--- src/rtl/nested_struct_queue.sv ---
// nested_struct_queue: FWFT queue of nested structs with drop counting and flush
// Ports: clk/rst_n (async active-low) clock and reset; in_data struct input, qualified
// by base.valid; flush clears contents and drop count; out_data/out_valid/out_ready
// head entry handshake; count stored entries; full count==DEPTH; drop_cnt saturating
// count of qualified structs lost to a full queue.
package main_pkg;
  typedef struct packed {
    logic        valid;
    logic [4:0]  kind;
    logic [15:0] id;
  } base_t;
  typedef struct packed {
    base_t       base;
    logic [7:0]  addr;
    logic [31:0] data;
  } nested_struct_t;
endpackage

module nested_struct_queue #(
  parameter int DEPTH = 4
) (
  input  logic                         clk,
  input  logic                         rst_n,
  input  main_pkg::nested_struct_t     in_data,
  input  logic                         flush,
  output main_pkg::nested_struct_t     out_data,
  output logic                         out_valid,
  input  logic                         out_ready,
  output logic [$clog2(DEPTH):0]       count,
  output logic                         full,
  output logic [7:0]                   drop_cnt
);
  localparam int AW = $clog2(DEPTH);
  localparam int CW = AW + 1;
  main_pkg::nested_struct_t mem [DEPTH];
  logic [AW-1:0] wr_ptr, rd_ptr;
  logic push_req, pop, accept;
  assign push_req  = in_data.base.valid;
  assign out_valid = count != '0;
  assign full      = count == CW'(DEPTH);
  assign pop       = out_valid & out_ready;
  // a full queue still takes a push when the head leaves in the same cycle
  assign accept    = push_req & (~full | pop);
  assign out_data  = out_valid ? mem[rd_ptr] : '0;
  always_ff @(posedge clk)
    if (accept && !flush) mem[wr_ptr] <= in_data;
  always_ff @(posedge clk or negedge rst_n)
    if (!rst_n) begin
      wr_ptr   <= '0;
      rd_ptr   <= '0;
      count    <= '0;
      drop_cnt <= '0;
    end else if (flush) begin
      wr_ptr   <= '0;
      rd_ptr   <= '0;
      count    <= '0;
      drop_cnt <= '0;
    end else begin
      wr_ptr   <= accept ? wr_ptr + 1'b1 : wr_ptr;
      rd_ptr   <= pop ? rd_ptr + 1'b1 : rd_ptr;
      count    <= count + CW'(accept) - CW'(pop);
      drop_cnt <= (push_req && !accept && drop_cnt != 8'hff) ? drop_cnt + 8'd1 : drop_cnt;
    end
endmodule

--- config.mk ---
export PLATFORM = sky130hd
export DESIGN_NAME = nested_struct_queue
export DESIGN_NICKNAME = d
export VERILOG_FILES = /design/src/rtl/nested_struct_queue.sv
export SDC_FILE = /design/constraint.sdc
export NUM_CORES = 1
export LEC_CHECK = 0
export ABC_AREA = 1
export CAP_MARGIN = 20
export CORE_ASPECT_RATIO = 1.2
export CORE_UTILIZATION = 47
export CTS_CLUSTER_DIAMETER = 30
export DETAILED_ROUTE_END_ITERATION = 7
export PLACE_DENSITY = 0.81
export SYNTH_ARGS = -nofsm -noshare
export SYNTH_HDL_FRONTEND = slang
export SYNTH_SLANG_ARGS = --single-unit
--- constraint.sdc ---
create_clock -name clk -period 4.23 [get_ports clk]
set_input_delay 0.846 -clock clk [delete_from_list [all_inputs] [get_ports clk]]
set_output_delay 0.846 -clock clk [all_outputs]
set_load 0.02 [all_outputs]
Word level (Yosys, flattened, before mapping):

Memory sizes are Yosys's and may differ from the RTL's.
Index checks and enable logic that the tools add are counted.

* register bits: 15
* memory bits (writable): 248
* input port bits: 66
* output and inout bits: 75
* word-level logic and storage cells: 35
* memories kept: 1

Memories
* mem: depth 4, width 62, read ports 1, clocked after Yosys merged registers in 0, write ports 1, RTL line 35 `main_pkg::nested_struct_t mem [DEPTH];`

* add/sub/neg operators: 5
* equality and inequality tests: 2
* multiplexer cells: 10
* bitwise operators: 4
* reduce and logical (&&, ||, !) cells: 9

Operator list (count)
* 2-to-1 mux 62 bit: 1
* 2-to-1 mux 8 bit: 2
* adder 8 x 1 -> 8 bit, second input constant: 1
* 2-to-1 mux 2 bit: 4
* != test 8 bit, second input constant: 1
* nonzero test 2 bit: 3
* adder 2 x 1 -> 2 bit, second input constant: 2
* adder 3 x 1 -> 3 bit: 1
* == test 3 bit, second input constant: 1
* logical AND 1 bit: 3
* 2-to-1 mux 3 bit: 1
* nonzero test 3 bit: 1
* subtractor 3 x 1 -> 3 bit: 1
* AND 1 bit: 2
* zero test 1 bit: 2
* 2-to-1 mux 1 bit: 2
* NOT 1 bit: 1
* OR 1 bit: 1

Logic depth before layout (Yosys ltp):

Gate-level depths: netlist of the first run.

* word-level depth: 9
* gate-level depth with buffers: 11

Worst setup path after synthesis of the first run:

No wires, ideal clock.

* path type: input-to-reg
* start: input out_ready
* end: memory mem[0][0] (netlist name), enable pin
* arrival: 3.818 ns
* data required time: 3.748 ns
* slack: -0.070 ns
* stages on the path: 6
* cells stage by stage: inv_1 nand3_1 nand2_1 inv_1 nand2_1 nor2_1

* longest elaborated chain between the ends: 6

Ends and longest elaborated chain
* start, declared: RTL line 28 `input logic out_ready,`
* AND 1 bit: RTL line 41 `assign pop = out_valid & out_ready;`
* OR 1 bit: RTL line 43 `assign accept = push_req & (~full | pop);`
* AND 1 bit: RTL line 43
* logical AND 1 bit: RTL line 46 `if (accept && !flush) mem[wr_ptr] <= in_data;`
* 2-to-1 mux 1 bit: RTL line 46
* 2-to-1 mux 1 bit (not written as such): RTL line 46
* end, declared: RTL line 35

No other way between the ends.

==> out/metrics.yaml, run 1 <==
fp.dieW_um: 139
nets: 1094
cts_tree: "done"
power_density_nw_per_um2: 669
p_clk_share_pct: 36.6
worstMarginPinSlew_ns: 1.06
status: "complete, but fails checks"
synth_cell_types: 25
fill_cells: 1588
final_common_cell: "nor2_1"
area_growth_pct: 29.5
p_sw_share_pct: 32.1
holdBufCountCts: 0
violations: "design-rule violations"
leakage_nw: 4.80
r2r-start: "count[1]"
clockBufferDepth: 3
antenna_found_initial: 0
syn_area_um2: 10600
vias: 7032
avgSynthCellArea_um2: 12.1
routed_wl_um: 22800
syn_inst: 871
ys_ff_latch: 263
grt_start_max_net_pins: 126
m1WireLength_um: 9180
reg2reg_slack_ns: 1.60
critPathLaunch: "count[1]"
max_cap_violations: 0
cts-root-buf: "clkbuf_16"
vias_per_cell: 5.30
mostFrequentLayoutCells: "271 x nor2_1, 248 x edfxtp_1, 140 x clkdlybuf4s50_1"
die_h_um: 166
crit_fanout: 36
crit_chain: "nor2_1 > nand2_1 > inv_2 > buf_4 > a21oi_1 > clkdlybuf4s50_1"
finalCriticalPeriod_ns: 3.76
ant_nets: 0
pwr-share-comb_pct: 30.2
crit_path_end_kind: "output port"
coreArea_um2: 21900
whs_ns: 0.609
dp_hpwl_um: 12700
vdd_drop_max_mv: 0.392
drive_gt1_share_pct: 9.30
utilization_pct: 62.6
grt_overflow: 0
ctsResizeCount: 0
finalSetupViolCount: 0
clkLatencyLatePin_ns: 0.51
diodes: 0
critPathArrivalTime_ns: 2.92
post-cts-setup-buffer-count: 0
max_stage_delay_ns: 0.61
p_int_mw: 6.21
hold_depth: 2
initial_core_util_pct: 48.3
yosysSeqAreaShare_pct: 74.1
worstPathRequired_ns: 3.38
clock_skew_ns: 0.0136
initialDrtViolationCount: 471
drc: 10
grt_pass1_wl_um: 35700
period_share_pct: 89.0
hold_viol_final: 0
io_pins: 141
start_kind: "flip-flop"
cts_max_level: 2
maxSlewHeadroom_pct: 29.1
rr_worst_depth: 7
hp-class: "flip-flop to flip-flop"
grt_pass1_vias: 7038
numCtsBuffers: 41
port_buffers: 140
highest_layer: "met4"
rsz0062_at_grt: "no"
dr_wl_met2_um: 11800
clk_pin_slew_ns: 0.05
dr.pass1.iters: 8
gp_congestion: 0.809
met3_length_um: 1500
syn_nets: 944
power_switching_mw: 2.93
min-delay-start: "drop_cnt[7]"
cpMaxStageDelayCell: "inv_2"
regArea_um2: 7830
multi_input_area_um2: 2400
num_rows: 59
wl_per_cell_um: 17.2
fmax_mhz: 266
track_usage_pct: 19.8
seqPwrFrac_pct: 33.2
yosys_warnings: 0
fin_setup_tns_ns: 0
drv_slew: 0
cts_sinks: 263
die-area_um2: 23100
critical_path_class: "flip-flop to output port"
## final cells by class
type                            instances  share of cell area [%]
Sequential cell                       263                    57.3
Multi-Input combinational cell        537                    17.6
Timing Repair Buffer                  155                    11.6
Clock buffer                           45                    7.93
Tap cell                              274                    2.51
Clock inverter                         31                    2.46
Inverter                               23                   0.650
## synth_stat cells
cell      number  area, um^2
a21oi_1       65         325
and3_1         1        6.26
buf_2         25         125
buf_4          2        15.0
buf_6          7        78.8
clkbuf_1      13        48.8
clkbuf_2       1        5.00
clkinv_1       1        3.75
dfrtp_1       15         375
edfxtp_1     248        7450
fa_1           1        20.0
ha_1           6        75.1
inv_1         18        67.6
inv_2          3        11.3
inv_4          1        6.26
nand2_1       33         124
nand2_2        1        6.26
nand3_1       19        95.1
nand4_1        1        6.26
nor2_1       275        1030
nor3_1         3        15.0
o21ai_0       80         400
o21ai_1       50         250
or2_2          1        6.26
xor2_1         1        8.76
## flip-flops by register name, summed over array words and instances (netlist names)
name,count
mem,248
drop_cnt,8
count,3
rd_ptr,2
wr_ptr,2
## cells by family after synthesis
kind of cell    after synthesis  synth area share, %
buf+inv                      71                 3.43
fa+ha+maj                     7                0.901
compound gates              195                 9.25
xor+xnor                      1               0.0830
flops                       263                 74.1
simple gates                334                 12.2
## stage by stage
stage / area [um^2] / total power [mW] / std cells / setup slack [ns]
floorplan: 10600 / 4.65 / 871 / -0.0701
finish: 13700 / 9.15 / 1328 / 0.466
global placement: 12200 / 5.81 / 1252 / 0.730
detailed placement: 12200 / 5.85 / 1252 / 0.648
global route: 13700 / 9.53 / 1328 / 0.298
CTS: 13700 / 9.22 / 1328 / 0.401
## path summary, 6_finish.rpt
path | end
max | out_data[1]
min | drop_cnt[7]
max reg2reg | mem[2][49]
min reg2reg | drop_cnt[7]
max in group asynchronous | rd_ptr[0]
min in group asynchronous | drop_cnt[2]
## routing by layer
| metal | GRT usage [%] | vias up |
|---|---|---|
| li1 | - | 3368 |
| met2 | 35.8 | 224 |
| met1 | 23.7 | 3404 |
| met4 | 5.80 | 0 |
| met3 | 4.30 | 36 |
| met5 | 0 | - |
## worst max-delay path, delay by kind of cell, from the launching register on
family          cells  cell delay [ns]
compound gates      1             0.09
flops               1             0.45
buf+inv             3             1.52
simple gates        2             0.34
## power groups by stage
stage                     sequential (mW)  combinational, mW  clock (mW)
after floorplan                      3.10               1.55           0
after global placement               3.08               2.73           0
after detailed placement             3.09               2.77           0
after CTS                            3.04               2.79        3.39
after global routing                 3.05               2.97        3.51
final                                3.04               2.76        3.35
(Power assumes the default switching activity.)
==> run 2: changes to the inputs <==
Settings changed: CORE_MARGIN set to 8.
==> run 2 against run 1 <==
Effect of this change: total power down 0.34%; utilization down 1.4 points; the run now ends clean; first-iteration DRC count down 1.7%; highest routed layer is now met5; sequential power about the same; critical endpoint is now out_data[30]; critical path type unchanged; largest power group unchanged; die area up 19%; wire length up 9.0%; clock-buffer cell count up 4.
==> out/metrics.yaml, run 2 (same netlist as run 1, synthesis figures left out) <==
utilization_pct: 61.2  # -1.4 points
clk_pin_slew_ns: 0.05  # about the same
cpMaxStageDelayCell: "inv_2"
mostFrequentLayoutCells: "271 x nor2_1, 248 x edfxtp_1, 140 x clkdlybuf4s50_1"
start_kind: "flip-flop"
maxSlewHeadroom_pct: 28.2  # -0.89 points
reg2reg_slack_ns: 1.94  # +0.34 ns
seqPwrFrac_pct: 33.4  # +0.2 points
finalCriticalPeriod_ns: 3.66  # -0.101 ns
initial_core_util_pct: 47.5  # -0.81 points
holdPathEnd: "drop_cnt[1]"
ctsResizeCount: 0  # unchanged
vias_per_cell: 5.32  # +0.46%
area_growth_pct: 28.9
diodes: 0  # unchanged
fmax_mhz: 273  # +2.8%
grt_start_max_net_pins: 126  # unchanged
dp_hpwl_um: 14100  # +11%
holdBufCountCts: 0  # unchanged
drive_gt1_share_pct: 8.40  # -0.90 points
coreArea_um2: 22200  # +1.7%
vias: 7059  # +0.38%
power_density_nw_per_um2: 670  # +0.17%
post-cts-setup-buffer-count: 0  # unchanged
p_int_mw: 6.16  # -0.77%
period_share_pct: 86.6  # -2.4 points
p_sw_share_pct: 32.4  # +0.29 points
grt_pass1_vias: 7261  # +3.2%
hold_depth: 2  # unchanged
whs_ns: 0.601  # -0.00835 ns
clkLatencyLatePin_ns: 0.52  # about the same
routed_wl_um: 24900  # +9.0%
p_clk_share_pct: 35.7  # -0.9 points
worstPathRequired_ns: 3.38  # about the same
status: "finished clean"
cts_tree: "done"
drc: 0  # -10
power_switching_mw: 2.95  # +0.58%
cts-root-buf: "clkbuf_16"
pwr-share-comb_pct: 30.9  # +0.7 points
r2r-start: "count[1]"
initialDrtViolationCount: 463  # -1.7%
track_usage_pct: 17.7  # -2.1 points
fp.dieW_um: 153  # +10%
regMostFlops: "mem"
io_pins: 141  # unchanged
max_stage_delay_ns: 0.77  # +0.16 ns
max_cap_violations: 0  # unchanged
crit_chain: "inv_2 > buf_4 > nor2_1 > o21ai_1 > a21oi_1 > clkdlybuf4s50_1"
num_rows: 60  # +1.7%
critical_path_class: "flip-flop to output port"
die_h_um: 180  # +8.4%
antenna_found_initial: 2  # +2
rsz0062_at_grt: "no"
hp-class: "flip-flop to flip-flop"
port_buffers: 140  # unchanged
min-delay-start: "drop_cnt[1]"
nets: 1089  # -0.46%
reg_top3: "mem: 248 flops, drop_cnt: 8 flops, count: 3 flops"
worstMarginPinSlew_ns: 1.08  # +0.0143 ns
wl_per_cell_um: 18.7  # +9.1%
vdd_drop_max_mv: 0.356  # -9.1%
finalSetupViolCount: 0  # unchanged
leakage_nw: 4.76  # -0.89%
ant_nets: 0  # unchanged
r2r_end: "mem[3][47]"
die-area_um2: 27500  # +19%
cts_sinks: 263  # unchanged
crit_path_end_kind: "output port"
crit_fanout: 52  # +44%
clock_skew_ns: 0.0233  # +0.00971 ns
grt_overflow: 0  # unchanged
clockBufferDepth: 3  # unchanged
cts_max_level: 2  # unchanged
critPathArrivalTime_ns: 2.82  # -0.10 ns
drv_slew: 0  # unchanged
rr_worst_depth: 7  # unchanged
numCtsBuffers: 40  # -2.4%
fill_cells: 1690  # +6.4%
pre_cts_ws_ns: 0.977  # +0.329 ns
grt_pass1_wl_um: 38800  # +8.7%
hold_viol_final: 0  # unchanged
final_common_cell: "nor2_1"
largest_reg_flops: 248  # unchanged
gp_congestion: 0.837  # +3.6%
fin_ws_ns: 0.567  # +0.101 ns
dr.pass1.iters: 4  # -4
==> run 2: power groups by stage <==
| stage | Combinational [mW] | Sequential (mW) | Clock, mW |
|---|---|---|---|
| global route | 3.04 | 3.05 | 3.42 |
| finish | 2.82 | 3.04 | 3.26 |
| floorplan | 1.55 | 3.10 | 0 |
| detailed placement | 2.83 | 3.09 | 0 |
| CTS | 2.86 | 3.04 | 3.31 |
| global placement | 2.80 | 3.08 | 0 |
==> run 2: layout make-up <==
cell class | instances | area [um^2] | share of cell area, %
inverters | 23 | 88.8 | 0.653
flip-flops and latches | 263 | 7830 | 57.6
multi-input cells | 537 | 2400 | 17.7
clock buffers | 49 | 1080 | 7.92
repair buffers | 151 | 1570 | 11.6
clock inverters | 25 | 285 | 2.10
well taps | 279 | 349 | 2.57
==> run 2: layer usage <==
| layer | part of all wire (%) | vias to the layer above | routed length, um | GRT usage (%) |
|---|---|---|---|---|
| met5 | 0.089 | - | 22 | 0 |
| met4 | 2.0 | 4 | 489 | 6.19 |
| met3 | 8.4 | 38 | 2100 | 6.14 |
| met2 | 51 | 218 | 12600 | 31.0 |
| met1 | 39 | 3442 | 9680 | 19.9 |
| li1 | - | 3357 | - | - |
==> run 2: worst max-delay path: cells and delay by family, from the launching register on <==
family | cells | cell delay [ns]
AO/OA/AOI/OAI | 2 | 0.16
buffers and inverters | 3 | 1.66
flip-flops | 1 | 0.40
AND/OR/NAND/NOR | 1 | 0.07
==> run 2: worst max path at each step <==
| stage | from | endpoint | slack (ns) | depth (start not counted) |
|---|---|---|---|---|
| 2_1_floorplan | out_ready | mem[0][0] | -0.07 | 6 |
| 3_3_place_gp | flush | mem[3][49] | 1.05 | 5 |
| 3_5_place_dp | flush | mem[3][48] | 0.98 | 5 |
| 4_1_cts | rd_ptr[1] | out_data[30] | 0.54 | 6 |
| 5_1_grt | rd_ptr[1] | out_data[3] | 0.37 | 6 |
| 6_report | rd_ptr[1] | out_data[30] | 0.57 | 6 |
==> run 2: per-stage QoR <==
step                cells  instance area, um^2  TNS (ns)  power, mW
floorplan             871                10600    -17.40       4.65
global placement     1253                12200         0       5.88
detailed placement   1253                12200         0       5.92
CTS                  1327                13600         0       9.21
global route         1327                13600         0       9.51
finish               1327                13600         0       9.11
